`src/rtl/ring_sequence_monitor_if.sv`:
```
// Status/sample bundle between the ring counter, the sequence monitor and its consumers.
// The monitor drives the status side; the producer drives the sample side.
interface ring_sequence_monitor_if #(
  parameter int unsigned WIDTH = 4,
  parameter int unsigned REV_W = 8,
  parameter int unsigned ERR_W = 8
);
  localparam int unsigned IDX_W = $clog2(WIDTH);

  logic [WIDTH-1:0] ring_in;
  logic             ring_valid;
  logic             clear_stats;
  logic [IDX_W-1:0] index;
  logic             index_valid;
  logic             locked;
  logic             err_pulse;
  logic             sticky_err;
  logic [ERR_W-1:0] err_cnt;
  logic             rev_pulse;
  logic [REV_W-1:0] rev_cnt;

  modport master (
    output ring_in, ring_valid, clear_stats,
    input  index, index_valid, locked, err_pulse, sticky_err, err_cnt, rev_pulse, rev_cnt
  );

  modport slave (
    input  ring_in, ring_valid, clear_stats,
    output index, index_valid, locked, err_pulse, sticky_err, err_cnt, rev_pulse, rev_cnt
  );
endinterface

```
`src/rtl/ring_sequence_monitor.sv`:
```
// Checks a one-hot ring counter stream: legality, single-step advance, lock detection,
// and revolution/error statistics. All status outputs are registered.
module ring_sequence_monitor #(
  parameter int unsigned WIDTH      = 4,
  parameter int unsigned LOCK_COUNT = 4,
  parameter int unsigned REV_W      = 8,
  parameter int unsigned ERR_W      = 8
) (
  input logic                     clk,
  input logic                     rst,
  ring_sequence_monitor_if.slave  mon_if
);
  localparam int unsigned IDX_W = $clog2(WIDTH);
  localparam int unsigned CNT_W = $clog2(WIDTH + 1);
  localparam int unsigned MCW   = $clog2(LOCK_COUNT + 1);

  typedef enum logic [1:0] {HUNT, TRACK, LOCKED} state_e;

  state_e           state_q, state_d;
  logic [MCW-1:0]   match_q, match_d;
  logic [IDX_W-1:0] index_q, index_d;
  logic             index_valid_q, index_valid_d;
  logic             locked_q, locked_d;
  logic             err_pulse_q, err_pulse_d;
  logic             sticky_q, sticky_d;
  logic [ERR_W-1:0] err_cnt_q, err_cnt_d;
  logic             rev_pulse_q, rev_pulse_d;
  logic [REV_W-1:0] rev_cnt_q, rev_cnt_d;

  logic [CNT_W-1:0] ones_c;
  logic [IDX_W-1:0] idx_c;
  logic [IDX_W-1:0] exp_idx_c;
  logic             legal_c;
  logic             step_ok_c;
  logic             wrap_c;

  // One-hot decode: population count and position of the set bit
  always_comb begin
    ones_c = '0;
    idx_c  = '0;
    for (int unsigned i = 0; i < WIDTH; i++) begin
      if (mon_if.ring_in[i]) begin
        ones_c = ones_c + CNT_W'(1);
        idx_c  = IDX_W'(i);
      end
    end
  end

  // index_q doubles as the previous legal position
  assign legal_c   = (ones_c == CNT_W'(1));
  assign wrap_c    = (index_q == IDX_W'(WIDTH - 1));
  assign exp_idx_c = wrap_c ? '0 : index_q + IDX_W'(1);
  assign step_ok_c = legal_c && (idx_c == exp_idx_c);

  always_ff @(posedge clk or posedge rst) begin
    if (rst) begin
      state_q <= HUNT;
      match_q <= '0;
    end else begin
      state_q <= state_d;
      match_q <= match_d;
    end
  end

  always_comb begin
    state_d = state_q;
    match_d = match_q;
    if (mon_if.ring_valid) begin
      unique case (state_q)
        HUNT: begin
          if (legal_c) begin
            state_d = TRACK;
            match_d = MCW'(1);
          end
        end
        TRACK: begin
          if (step_ok_c) begin
            match_d = match_q + MCW'(1);
            if (match_d >= MCW'(LOCK_COUNT)) state_d = LOCKED;
          end else if (legal_c) begin
            match_d = MCW'(1);
          end else begin
            state_d = HUNT;
          end
        end
        LOCKED: begin
          if (!step_ok_c) begin
            state_d = legal_c ? TRACK : HUNT;
            match_d = MCW'(1);
          end
        end
        default: state_d = HUNT;
      endcase
    end
  end

  // Status next-values; a statistics clear overrides any same-cycle increment
  always_comb begin
    index_d       = index_q;
    index_valid_d = index_valid_q;
    locked_d      = (state_d == LOCKED);
    err_pulse_d   = 1'b0;
    rev_pulse_d   = 1'b0;
    sticky_d      = sticky_q;
    err_cnt_d     = err_cnt_q;
    rev_cnt_d     = rev_cnt_q;
    if (mon_if.ring_valid) begin
      index_valid_d = legal_c;
      if (legal_c) index_d = idx_c;
      if (state_q == LOCKED) begin
        err_pulse_d = !step_ok_c;
        rev_pulse_d = step_ok_c && wrap_c;
      end
    end
    if (err_pulse_d) begin
      sticky_d = 1'b1;
      if (!(&err_cnt_q)) err_cnt_d = err_cnt_q + ERR_W'(1);
    end
    if (rev_pulse_d) rev_cnt_d = rev_cnt_q + REV_W'(1);
    if (mon_if.clear_stats) begin
      sticky_d  = 1'b0;
      err_cnt_d = '0;
      rev_cnt_d = '0;
    end
  end

  always_ff @(posedge clk or posedge rst) begin
    if (rst) begin
      index_q       <= '0;
      index_valid_q <= 1'b0;
      locked_q      <= 1'b0;
      err_pulse_q   <= 1'b0;
      sticky_q      <= 1'b0;
      err_cnt_q     <= '0;
      rev_pulse_q   <= 1'b0;
      rev_cnt_q     <= '0;
    end else begin
      index_q       <= index_d;
      index_valid_q <= index_valid_d;
      locked_q      <= locked_d;
      err_pulse_q   <= err_pulse_d;
      sticky_q      <= sticky_d;
      err_cnt_q     <= err_cnt_d;
      rev_pulse_q   <= rev_pulse_d;
      rev_cnt_q     <= rev_cnt_d;
    end
  end

  assign mon_if.index       = index_q;
  assign mon_if.index_valid = index_valid_q;
  assign mon_if.locked      = locked_q;
  assign mon_if.err_pulse   = err_pulse_q;
  assign mon_if.sticky_err  = sticky_q;
  assign mon_if.err_cnt     = err_cnt_q;
  assign mon_if.rev_pulse   = rev_pulse_q;
  assign mon_if.rev_cnt     = rev_cnt_q;
endmodule

```
`src/flat_wrapper.sv`:
```
// flat-port wrapper written by rule: the top's interface ports become plain ports
module ring_sequence_monitor_flat 
#(
  parameter int unsigned WIDTH      = 4,
  parameter int unsigned LOCK_COUNT = 4,
  parameter int unsigned REV_W      = 8,
  parameter int unsigned ERR_W      = 8
)
  (clk, rst, mon_if_ring_in, mon_if_ring_valid, mon_if_clear_stats, mon_if_index, mon_if_index_valid, mon_if_locked, mon_if_err_pulse, mon_if_sticky_err, mon_if_err_cnt, mon_if_rev_pulse, mon_if_rev_cnt);
  ring_sequence_monitor_if #(.WIDTH(WIDTH), .REV_W(REV_W), .ERR_W(ERR_W)) mon_if_i ();
  input logic clk;
  input logic rst;
  input wire logic [$bits(mon_if_i.ring_in)-1:0] mon_if_ring_in;
  input wire logic [$bits(mon_if_i.ring_valid)-1:0] mon_if_ring_valid;
  input wire logic [$bits(mon_if_i.clear_stats)-1:0] mon_if_clear_stats;
  output wire logic [$bits(mon_if_i.index)-1:0] mon_if_index;
  output wire logic [$bits(mon_if_i.index_valid)-1:0] mon_if_index_valid;
  output wire logic [$bits(mon_if_i.locked)-1:0] mon_if_locked;
  output wire logic [$bits(mon_if_i.err_pulse)-1:0] mon_if_err_pulse;
  output wire logic [$bits(mon_if_i.sticky_err)-1:0] mon_if_sticky_err;
  output wire logic [$bits(mon_if_i.err_cnt)-1:0] mon_if_err_cnt;
  output wire logic [$bits(mon_if_i.rev_pulse)-1:0] mon_if_rev_pulse;
  output wire logic [$bits(mon_if_i.rev_cnt)-1:0] mon_if_rev_cnt;
  assign mon_if_i.ring_in = mon_if_ring_in;
  assign mon_if_i.ring_valid = mon_if_ring_valid;
  assign mon_if_i.clear_stats = mon_if_clear_stats;
  assign mon_if_index = mon_if_i.index;
  assign mon_if_index_valid = mon_if_i.index_valid;
  assign mon_if_locked = mon_if_i.locked;
  assign mon_if_err_pulse = mon_if_i.err_pulse;
  assign mon_if_sticky_err = mon_if_i.sticky_err;
  assign mon_if_err_cnt = mon_if_i.err_cnt;
  assign mon_if_rev_pulse = mon_if_i.rev_pulse;
  assign mon_if_rev_cnt = mon_if_i.rev_cnt;
  ring_sequence_monitor #(.WIDTH(WIDTH), .LOCK_COUNT(LOCK_COUNT), .REV_W(REV_W), .ERR_W(ERR_W)) u_core (.clk(clk), .rst(rst), .mon_if(mon_if_i));
endmodule
```
`config.mk`:
```
export PLATFORM = sky130hd
export DESIGN_NAME = ring_sequence_monitor_flat
export DESIGN_NICKNAME = d
export VERILOG_FILES = /design/src/rtl/ring_sequence_monitor_if.sv /design/src/rtl/ring_sequence_monitor.sv /design/src/flat_wrapper.sv
export SDC_FILE = /design/constraint.sdc
export NUM_CORES = 1
export LEC_CHECK = 0
export ABC_AREA = 0
export CORE_MARGIN = 8
export CORE_UTILIZATION = 53
export CTS_CLUSTER_DIAMETER = 150
export CTS_CLUSTER_SIZE = 40
export DETAILED_ROUTE_END_ITERATION = 12
export PLACE_DENSITY = 0.88
export REMOVE_ABC_BUFFERS = 1
export SLEW_MARGIN = 20
export SYNTH_ARGS = -nofsm -noshare
export SYNTH_HDL_FRONTEND = slang
export SYNTH_SLANG_ARGS = --single-unit
```
`constraint.sdc`:
```
create_clock -name clk -period 3 [get_ports clk]
set_clock_uncertainty 0.1 [all_clocks]
set_input_delay 0.3 -clock clk [delete_from_list [all_inputs] [get_ports clk]]
set_output_delay 0.3 -clock clk [all_outputs]
set_load 0.05 [all_outputs]
```
======== Word level (Yosys, flattened, before mapping) ========
Cells that the tools add are included.
operators by class
  eq/ne operators ......................... 8
  order comparisons ....................... 1
  reduce and logical (&&, ||, !) cells .... 11
  mux-type cells .......................... 31
  add/sub/neg operators ................... 7
operators by type and width
  kind                                                             number
  8-bit 2-to-1 mux                                                 5
  2-bit 2-to-1 mux                                                 9
  3-bit 2-to-1 mux                                                 6
  8-bit by 1-bit adder with 8-bit output, second input constant    2
  3-bit by 1-bit adder with 3-bit output, second input constant    3
  1-bit 2-to-1 mux                                                 9
  3-bit case mux with 3 select lines                               1
  8-bit AND reduction                                              1
  2-bit == test, second input constant                             3
  2-bit case mux with 3 select lines                               1
  2-bit != test, second input constant                             2
  2-bit AND reduction                                              2
  2-bit nonzero test                                               2
  3-bit by 1-bit == test with 1-bit output, second input constant  1
  3-bit >= comparator, second input constant                       1
  3-bit AND reduction                                              1
  3-bit nonzero test                                               1
  1-bit by 1-bit adder with 2-bit output, second input constant    1
  2-bit by 1-bit adder with 2-bit output, second input constant    1
  2-bit by 1-bit == test with 1-bit output, second input constant  1
  2-bit == test                                                    1
  1-bit logical AND                                                2
  2-bit zero test                                                  1
  1-bit zero test                                                  1
word-level totals
  register bits after elaboration ......... 28
  output and inout bits ................... 23
  logic and storage cells ................. 68

======== Logic depth before layout (Yosys ltp) ========
  word-level depth ........................ 14
  depth in mapped cells ................... 11
  mapped depth without buffers ............ 10

======== Worst setup path after synthesis ========
Ideal clock, no wire load.
  path kind ............................... input -> register
  from .................................... in mon_if_ring_in[0]
  to ...................................... reg u_core.rev_cnt_q[7] (netlist: u_core.mon_if.rev_cnt[7])
  path buffers ............................ 0
  cell stages on the path ................. 10
  slack ................................... 250 ps
  data arrival time ....................... 2521 ps
  cells stage by stage .................... inv_1 ha_1 xor2_1 ha_1 or4b_4 o22ai_4 o221ai_4 nor4_4 xnor2_1 nor2_1
on the way
  longest elaborated chain between the ends .. 13
ends and longest elaborated chain
  element                                       RTL line                      RTL
  from (decl)                                   flat_wrapper.sv:13            input wire logic [$bits(mon_if_i.ring_in)-1:0] mon_if_ring_in;
  1-bit 2-to-1 mux (*)                          ring_sequence_monitor.sv:42   if (mon_if.ring_in[i]) begin
  1-bit by 1-bit adder with 2-bit output        ring_sequence_monitor.sv:43   ones_c = ones_c + CNT_W'(1);
  3-bit 2-to-1 mux (*)                          ring_sequence_monitor.sv:42
  3-bit by 1-bit adder with 3-bit output        ring_sequence_monitor.sv:43
  3-bit 2-to-1 mux (*)                          ring_sequence_monitor.sv:42
  3-bit by 1-bit adder with 3-bit output        ring_sequence_monitor.sv:43
  3-bit 2-to-1 mux (*)                          ring_sequence_monitor.sv:42
  3-bit by 1-bit == test with 1-bit output (*)  ring_sequence_monitor.sv:50   assign legal_c = (ones_c == CNT_W'(1));
  1-bit logical AND (*)                         ring_sequence_monitor.sv:53   assign step_ok_c = legal_c && (idx_c == exp_idx_c);
  1-bit logical AND (*)                         ring_sequence_monitor.sv:112  rev_pulse_d = step_ok_c && wrap_c;
  1-bit 2-to-1 mux (*)                          ring_sequence_monitor.sv:110  if (state_q == LOCKED) begin
  1-bit 2-to-1 mux (*)                          ring_sequence_monitor.sv:107  if (mon_if.ring_valid) begin
  2-bit nonzero test (no source line) (*)       n/a
  to (signal assigned)                          ring_sequence_monitor.sv:145  rev_cnt_q <= rev_cnt_d;
  to (decl)                                     ring_sequence_monitor.sv:28   logic [REV_W-1:0] rev_cnt_q, rev_cnt_d;
Every way passes the cells marked *; elsewhere a longest branch is shown, timed or not.
A chain may end at the register's enable or synchronous reset.

======== Final worst setup path ========
Same ends and word-level chain as after synthesis.

==> results.ini <==
[timing]
whs_ns = 0.212
setup_viol = 0
hold_violations = 0
period_needed_ns = 2.91
timing.final.crit_share_pct = 96.9
worst_pin_slew_ns = 0.603
maxSlewHeadroom_pct = 59.7
worst_slack_ns = 0.0927
clock.fmax_ghz = 0.344
slew_violations = 0

[clock_tree]
path_clk_slew_ns = 0.15
htreeDepth = 1
clk_latency_ns = 0.33
cts.sinks = 28
cts_buffer_depth = 2
cts_tree = built
ctsHoldBuffers = 0
cts_made_buffers = 3
clockRootBuffer = clkbuf_4

[critical_path]
r2r_slack_ns = 0.49
crit_start = mon_if_ring_in[0]
timing.rr.end = u_core.mon_if.err_cnt[7]
critPathMaxFanout = 7
worst_r2r_path_depth = 8
end_kind = flip-flop
worstPathArrival_ns = 3.02
path_class = in2reg
cp-endpoint = u_core.mon_if.rev_cnt[7]
cp-start-kind = primary input
cp.required_ns = 3.11
r2r_start = u_core.mon_if.index[0]

[final_layout]
area_growth_syn_to_layout_pct = 25.8
fin_cells = 282
drive_gt1_share_pct = 14.0
multi_input_area_um2 = 1010
fill_cells = 253
regArea_um2 = 701
num_antenna_cells = 0
layout.nets = 256

[place]
hpwl_um = 2930
place_ws_ns = -0.282
port_buffers = 30
finalWeightedCongestion = 0.919
placedCellCount = 277

[drt]
wl_per_cell_um = 13.7
antenna_left = 0
routed_wl_um = 3860
drt_pass1_iterations = 4
viasPerCell = 5.34
vias = 1507
remaining_drc_errors = 0
drt-initial-drc-count = 105

[global_routing]
use_met2_pct = 24.1
grt_max_degree = 29
antenna_found_initial = 0
grt_overflow_total = 0
grt_pass1_wl_um = 6500
grt_pass1_vias = 1499
grt_util_all_layers_pct = 14.6
busiest_layer = met2
met1_usage_pct = 18.6
met3_usage_pct = 2.02

[synthesis]
seq_area_frac_synth_pct = 39.0
mappedNetlistArea_um2 = 1800
synth.top_cell.area_share_pct = 39.0
async_reset_ff_share_pct = 100
ys_types = 51
synth-seq-cells = 28
synth-edff-count = 0
netlist_instances = 192
yosysWarningCount = 0
synth_area_leaders = dfrtp_1 (39%), ha_1 (7.7%), nor2_1 (4.8%), nand2_1 (4.0%), xnor2_1 (3.9%)
ys.flop_type = dfrtp_1
yosys.area.top_type = dfrtp_1
syn_area_per_cell_um2 = 9.36

[pwr]
report.power.total_w = 0.000975
p_sw_share_pct = 36.0
cellInternalPower_w = 0.000625
irDropWorstVdd_mv = 0.238
clock_power_share_pct = 18.8
leakagePower_nw = 1.00
combPwrFrac_pct = 36.9
p_seq_share_pct = 44.3
power_density_nw_per_um2 = 431
switchingPower_w = 0.000351

[status]
status = finished, final reports clean

[floorplan]
io_pins = 31
dieArea_um2 = 5510
rows = 21
fp.dieW_um = 74.2
start_util_pct = 54.7
core_um2 = 3280
die_height_um = 74.2

[job]
drv_cap = 0

[worst_hold_path]
hp-class = in2async

-- worst max-delay path, stage by stage --
cell             delay [ns]
clkdlybuf4s50_1        0.49
inv_1                  0.05
ha_1                   0.31
xor2_1                 0.15
ha_1                   0.30
or4b_4                 0.49
o22ai_4                0.19
o221ai_4               0.20
nor4_4                 0.31
xnor2_1                0.15
nor2_1                 0.06
-- cell usage after synthesis, drive strengths merged, types with 5 or more instances --
cell   number
dfrtp      28
nor4        5
nor3        5
nor2       23
a21oi       9
inv        12
nand3       6
xor2        5
nand2      19
o21ai      12
xnor2       8
ha         11
-- cell families after synthesis --
family / after synthesis / share of synthesized area (%)
muxes: 2 / 1.11
adders and majority gates: 11 / 7.66
buffers and inverters: 17 / 5.15
AOI/OAI and AO/OA: 35 / 14.4
and+or+nand+nor: 86 / 26.3
xor gates and xnor gates: 13 / 6.34
DFF: 28 / 39.0
-- metrics by stage --
| stage | TNS (ns) | utilization (%) | instance area, um2 |
|---|---|---|---|
| floorplan | 0 | - | 1750 |
| global placement | -3.64 | 67.4 | 2210 |
| detailed placement | -4.50 | 67.4 | 2210 |
| CTS | 0 | 68.5 | 2250 |
| global route | -0.0131 | 68.8 | 2260 |
| finish | 0 | 68.8 | 2260 |
-- power groups by stage --
| stage | sequential, W | clock, W | combinational (W) |
|---|---|---|---|
| after floorplan | 0.000476 | 0 | 0.000207 |
| after global placement | 0.000437 | 0 | 0.000347 |
| after detailed placement | 0.000440 | 0 | 0.000356 |
| after CTS | 0.000432 | 0.000191 | 0.000358 |
| after global routing | 0.000435 | 0.000203 | 0.000397 |
| final | 0.000432 | 0.000183 | 0.000360 |
-- flip-flops by register name, summed over array words and instances, names as in the netlist, 2 cells and up --
name	cells
u_core.mon_if.err_cnt	8
u_core.mon_if.rev_cnt	8
u_core.match_q	3
u_core.mon_if.index	2
u_core.state_q	2
-- final cells by class --
cell class / count / share of cell area [%]
multi-input cells: 147 / 44.6
flip-flops and latches: 28 / 31.0
repair buffers: 45 / 18.3
well taps: 46 / 2.55
inverters: 12 / 1.99
clock buffers: 4 / 1.60
-- repair_timing --
action / CTS / global route
setup buffers: 0 / 1
endpoints found under the setup margin: 0 / 5
resized for setup: 0 / 2
-- layout by cell type, fill, tap and decap left out, types with 2 or more instances in the layout --
cell and count:
buf_4 15, or2_2 2, nor2_1 23, and2_1 2
a21oi_1 8, xor2_1 5, nand3_1 6, ha_1 11
or3_1 4, mux2i_1 2, nand2_1 19, nand2b_1 4
o21ai_0 10, nor4_1 4, clkdlybuf4s50_1 30, o21ai_1 2
clkbuf_4 3, and3_1 2, dfrtp_1 28, xnor2_1 8
nor3_1 3, inv_1 12, nand4_1 3
-- metal layers --
metal / vias up / wire, um
li1: 759 / -
met1: 716 / 1810
met2: 28 / 1860
met3: 4 / 147
met4: 0 / 43
met5: - / 0
-- how the worst min path moves through the flow --
| stage | start | to | slack (ns) | depth (start not counted) |
|---|---|---|---|---|
| floorplan | mon_if_clear_stats | u_core.mon_if.rev_cnt[1] | 0.26 | 1 |
| global placement | u_core.match_q[1] | u_core.match_q[1] | 0.38 | 1 |
| detailed placement | u_core.match_q[1] | u_core.match_q[1] | 0.38 | 1 |
| CTS | rst | u_core.mon_if.locked | 0.22 | 3 |
| global route | rst | u_core.mon_if.index[0] | 0.25 | 3 |
| finish | rst | u_core.mon_if.locked | 0.21 | 3 |
Note: power is estimated with default switching activity, not from simulation.
